**config.mk**
```make
export PLATFORM = sky130hd
export DESIGN_NAME = instr_sequencer
export DESIGN_NICKNAME = d
export VERILOG_FILES = /design/src/rtl/instr_sequencer.sv
export SDC_FILE = /design/constraint.sdc
export NUM_CORES = 1
export LEC_CHECK = 0
export CORE_ASPECT_RATIO = 1.2
export CORE_MARGIN = 2
export CORE_UTILIZATION = 55
export DETAILED_ROUTE_END_ITERATION = 7
export PLACE_DENSITY_LB_ADDON = 0.25
export SKIP_LAST_GASP = 1
export SLEW_MARGIN = 5
export SYNTH_ARGS = -nofsm -noshare
export SYNTH_HDL_FRONTEND = slang
export SYNTH_SLANG_ARGS = --single-unit
```
**constraint.sdc**
```tcl
create_clock -name clk -period 4.47 [get_ports clk]
set_input_delay 0.894 -clock clk [delete_from_list [all_inputs] [get_ports clk]]
set_output_delay 0.894 -clock clk [all_outputs]
set_load 0.005 [all_outputs]
```
**src/rtl/instr_sequencer.sv**
```systemverilog
// instr_sequencer: step-triggered sequencer that issues stored instructions over a valid/ready handshake
//   clk, rst_n            : clock, asynchronous active-low reset
//   step                  : step request level; each rising edge issues one instruction
//   load_en/addr/data     : program memory write port, honoured only while idle
//   last_idx              : final program index, pc wraps to 0 after it
//   instr/valid/ready     : instruction handshake towards the coprocessor
//   pc, busy, overrun     : next index, non-idle indicator, sticky dropped-step flag
module instr_sequencer #(
  parameter int IW = 22,
  parameter int AW = 5
) (
  input  logic          clk,
  input  logic          rst_n,
  input  logic          step,
  input  logic          load_en,
  input  logic [AW-1:0] load_addr,
  input  logic [IW-1:0] load_data,
  input  logic [AW-1:0] last_idx,
  output logic [IW-1:0] instr,
  output logic          instr_valid,
  input  logic          instr_ready,
  output logic [AW-1:0] pc,
  output logic          busy,
  output logic          overrun
);
  typedef enum logic [1:0] {IDLE, FETCH, ISSUE} state_t;
  state_t state, state_nx;
  logic step_q;
  logic step_edge;
  logic [IW-1:0] mem [2**AW];
  assign step_edge = step & ~step_q;
  always_ff @(posedge clk or negedge rst_n) begin
    if (!rst_n) state <= IDLE;
    else        state <= state_nx;
  end
  always_comb begin
    state_nx = state == IDLE  ? (step_edge ? FETCH : IDLE) :
               state == FETCH ? ISSUE :
               (instr_ready ? IDLE : ISSUE);
  end
  always_comb begin
    busy        = state != IDLE;
    instr_valid = state == ISSUE;
  end
  // pc >= last_idx also catches a pc left beyond a shrunk program
  always_ff @(posedge clk or negedge rst_n) begin
    if (!rst_n) begin
      step_q  <= 1'b0;
      pc      <= '0;
      instr   <= '0;
      overrun <= 1'b0;
    end else begin
      step_q <= step;
      if (state == FETCH) instr <= mem[pc];
      if (state == ISSUE && instr_ready) pc <= pc >= last_idx ? '0 : pc + 1'b1;
      if (step_edge && state != IDLE) overrun <= 1'b1;
    end
  end
  always_ff @(posedge clk) begin
    if (load_en && state == IDLE) mem[load_addr] <= load_data;
  end
endmodule

```
Word-level counts from Yosys, hierarchy flattened
Memory sizes are Yosys's and may differ from the RTL's. A register that Yosys moved wholly into a read port is not among the register bits.
Index checks and enable logic that the tools add are counted.
- add/subtract/negate cells: 1
- $lt $le $gt $ge: 1
- equal/unequal tests: 2
- mux-type cells: 7
- bitwise gates (word level): 2
- reductions and logical operators: 6
- operator list (operator ; count):
    2-bit 2-to-1 mux ; 3
    5-bit by 1-bit adder with 5-bit output, second input constant ; 1
    5-bit >= comparator ; 1
    5-bit 2-to-1 mux ; 1
    1-bit logical AND ; 3
    1-bit 2-to-1 mux ; 3
    2-bit by 1-bit equality test with 1-bit output, second input constant ; 1
    2-bit equality test, second input constant ; 1
    2-bit zero test ; 1
    2-bit nonzero test ; 1
    1-bit AND ; 1
    1-bit zero test ; 1
    1-bit NOT ; 1
- register bits after elaboration: 9
- memory bits (writable): 704
- memories kept: 1
- memory list (name ; words ; width ; rd ports ; clocked after Yosys merged registers in ; wr ports ; line ; text):
    mem ; 32 ; 22 ; 1 ; 1 ; 1 ; 30 ; logic [IW-1:0] mem [2**AW];

Depth between registers and ports, before layout
- depth in word-level cells: 4
- gate-level depth with buffers: 11
- mapped depth without buffers: 6

Worst setup path after synthesis
No wires, ideal clock.
- kind: in2reg
- from: input port load_addr[1]
- to: memory mem[12][0], enable pin
- library setup time: 0.401 ns
- data arrival time: 2.397 ns
- path slack: 1.672 ns
- cell stages on the path: 3
- path buffers: 1
- cells stage by stage: or3_1 clkbuf_1 nor2_1
- RTL lines (what ; line ; text):
    start, declared ; 16 ; input logic [AW-1:0] load_addr,
    end, declared ; 30 ;
No word-level cell before the write port.

==> results.json <==
{
  "status": "finished clean",
  "io_pins": 67,
  "grt-ovfl-total": 0,
  "yosys-top-cells-count": "edfxtp_1, mux2i_1, mux4_2",
  "seq_area_um2": 21900,
  "internal-power_mw": 13.1,
  "period_needed_ns": 3.34,
  "multiInputGateArea_um2": 5930,
  "drc_errors": 0,
  "reg2reg_from": "pc[0]",
  "clk-insertion-delay-late_ns": 0.60,
  "netlist_area_um2": 28300,
  "hp-class": "input port to async pin",
  "comb_power_share": 0.221,
  "grt_pass1_wl_um": 96400,
  "synth_most_common_cell": "edfxtp_1",
  "startpoint_type": "flip-flop",
  "portBuffers": 66,
  "cts_tree": "yes",
  "cp-end-kind": "flip-flop",
  "vias": 14300,
  "cp_data_required_time_ns": 4.94,
  "power.leakage_nw": 10.3,
  "numCtsBuffers": 68,
  "hpwl_um": 38900,
  "p_clk_frac": 0.335,
  "fillerInstances": 3385,
  "place.gp.congestion": 0.850,
  "start_util": 0.553,
  "irDropWorstVdd_mv": 0.416,
  "die_area_um2": 53200,
  "dr.first_iter.drc_count": 1555,
  "nets": 1582,
  "routedWlPerCell_um": 29.5,
  "cts_max_level": 3,
  "syn_area_per_cell_um2": 20.3,
  "maxCapViolations": 0,
  "ys_warn_count": 0,
  "postSynthCellCount": 1395,
  "finalWirelength_um": 66200,
  "synth_edf_count": 704,
  "grt_pass1_vias": 14200,
  "period_share": 0.748,
  "power_switching_mw": 4.87,
  "placed_cells": 2120,
  "cts_hold_buf": 0,
  "antenna_found_initial": 1,
  "ys_seq_elements": 735,
  "maxSlewViolCount": 0,
  "die_height_um": 252,
  "ys_seq_area_frac": 0.775,
  "synth_fp_nets": 1438,
  "cts_max_path_buffers": 3,
  "gr-usage-all-layers": 0.256,
  "slew_headroom": 0.264,
  "synth_top_cells_by_area": "edfxtp_1, mux4_2, mux2i_1",
  "fin_tns_setup_ns": 0,
  "setup-violations-final": 0,
  "synth_flop_cell": "edfxtp_1",
  "cts-root-buf": "clkbuf_16",
  "dpl_worst_slack_ns": 0.926,
  "syn_to_final_growth_pct": 14.4,
  "diodes": 0,
  "num_rows": 91,
  "power.share.sequential": 0.444,
  "switching_share": 0.271,
  "fmax_mhz": 299,
  "async_flop_share": 0.0422,
  "critPathLaunch": "pc[0]",
  "die-width_um": 211,
  "crit_arrival_ns": 3.82,
  "path_class": "flip-flop to flip-flop",
  "cts-resized-gates": 0,
  "yosysUniqueCellTypes": 38,
  "first_pass_iters": 5,
  "yosys.area.top_type": "edfxtp_1",
  "vias_per_cell": 6.35,
  "crit_path_max_fanout": 35,
  "cts.sinks": 735,
  "power_density_nw_per_um2": 556,
  "skew_ns": 0.0224,
  "post-cts-setup-buffer-count": 0,
  "final_hold_viol_count": 0,
  "synth_top_cell_area_share": 0.748,
  "path_clk_slew_ns": 0.06,
  "ant_nets": 0,
  "core-area_um2": 51100,
  "rsz0062_at_grt": "false",
  "drive_gt1_frac": 0.210,
  "setup_ws_ns": 1.13,
  "final_cells": 2243,
  "max_slew.worst_pin.slew_ns": 1.09,
  "grt_start_max_net_pins": 64
}
-- logic make-up after synthesis --
kind of cell,Yosys count,share of synthesized area
DFF,735,0.775
muxes,242,0.135
AOI/OAI and AO/OA,168,0.0420
and+or+nand+nor,162,0.0266
buffers and inverters,82,0.0186
adders and majority gates,6,0.00266
-- critical path, stage by stage, from the launching register on --
cell	delay, ns
dfrtp_4	0.74
buf_4	0.60
or3b_4	0.47
o22ai_1	0.17
nor4_1	0.94
buf_4	0.24
a211oi_1	0.04
-- final cells by class --
| cell class | count | share of cell area |
|---|---|---|
| Multi-Input combinational cell | 578 | 0.183 |
| Inverter | 8 | 0.000929 |
| Sequential cell | 735 | 0.678 |
| Clock inverter | 30 | 0.0131 |
| Timing Repair Buffer | 148 | 0.0404 |
| Tap cell | 651 | 0.0252 |
| Clock buffer | 93 | 0.0590 |
-- final timing paths --
kind	slack, ns	end	cells past startpoint
min in group clk	0.48	overrun	1
setup reg to reg	1.13	instr[19]	6
hold / removal	0.45	state[1]	1
hold reg to reg	0.48	overrun	1
setup / recovery	1.13	instr[19]	6
max in group asynchronous	3.28	pc[0]	1
-- registers in the layout (all words and copies together), names as in the netlist --
| name | flops |
|---|---|
| pc | 5 |
| step_q | 1 |
| overrun | 1 |
| instr | 22 |
| state | 2 |
| mem | 704 |
-- power by group through the flow --
stage	clock, mW	sequential, mW	combinational, mW
3_5_place_dp	0	8.14	3.97
2_1_floorplan	0	7.98	2.83
3_3_place_gp	0	8.13	3.92
5_1_grt	6.33	8.01	4.22
4_1_cts	6.09	7.99	4.00
6_report	6.02	7.99	3.98
-- metal layers --
| metal | global-route usage | part of all wire |
|---|---|---|
| met1 | 0.360 | 0.40 |
| met2 | 0.405 | 0.48 |
| met3 | 0.0362 | 0.078 |
| met4 | 0.117 | 0.043 |
| met5 | 0 | 0.00027 |
-- cell usage in the layout (no fill, tap or decap), types with 5 or more instances in the layout --
cell type        instances
mux2i_1                132
clkinv_2                 9
a22o_1                  22
nor4_1                  22
o22ai_1                 66
nand3b_1                 6
nor2_2                  33
ha_1                     6
clkbuf_16               70
a211oi_1                44
nor2_1                  25
mux4_1                   5
nand2_1                 53
mux4_2                 105
a21o_1                  23
edfxtp_1               704
bufinv_16               10
clkbuf_1                16
clkdlybuf4s50_1         62
dfrtp_1                 29
buf_4                   78
clkbuf_8                 7
clkinv_1                 5
inv_1                    8
-- through the flow --
stage / utilization / total power, mW / cell area (µm²) / hold WS, ns
finish: 0.632 / 18.0 / 32300 / 0.452
global route: 0.632 / 18.6 / 32300 / 0.486
CTS: 0.632 / 18.1 / 32300 / 0.459
detailed placement: 0.587 / 12.1 / 30000 / 0.470
global placement: 0.587 / 12.1 / 30000 / 0.457
floorplan: - / 10.8 / 28300 / 0.468
No activity file was read; power rests on OpenSTA's default activity.
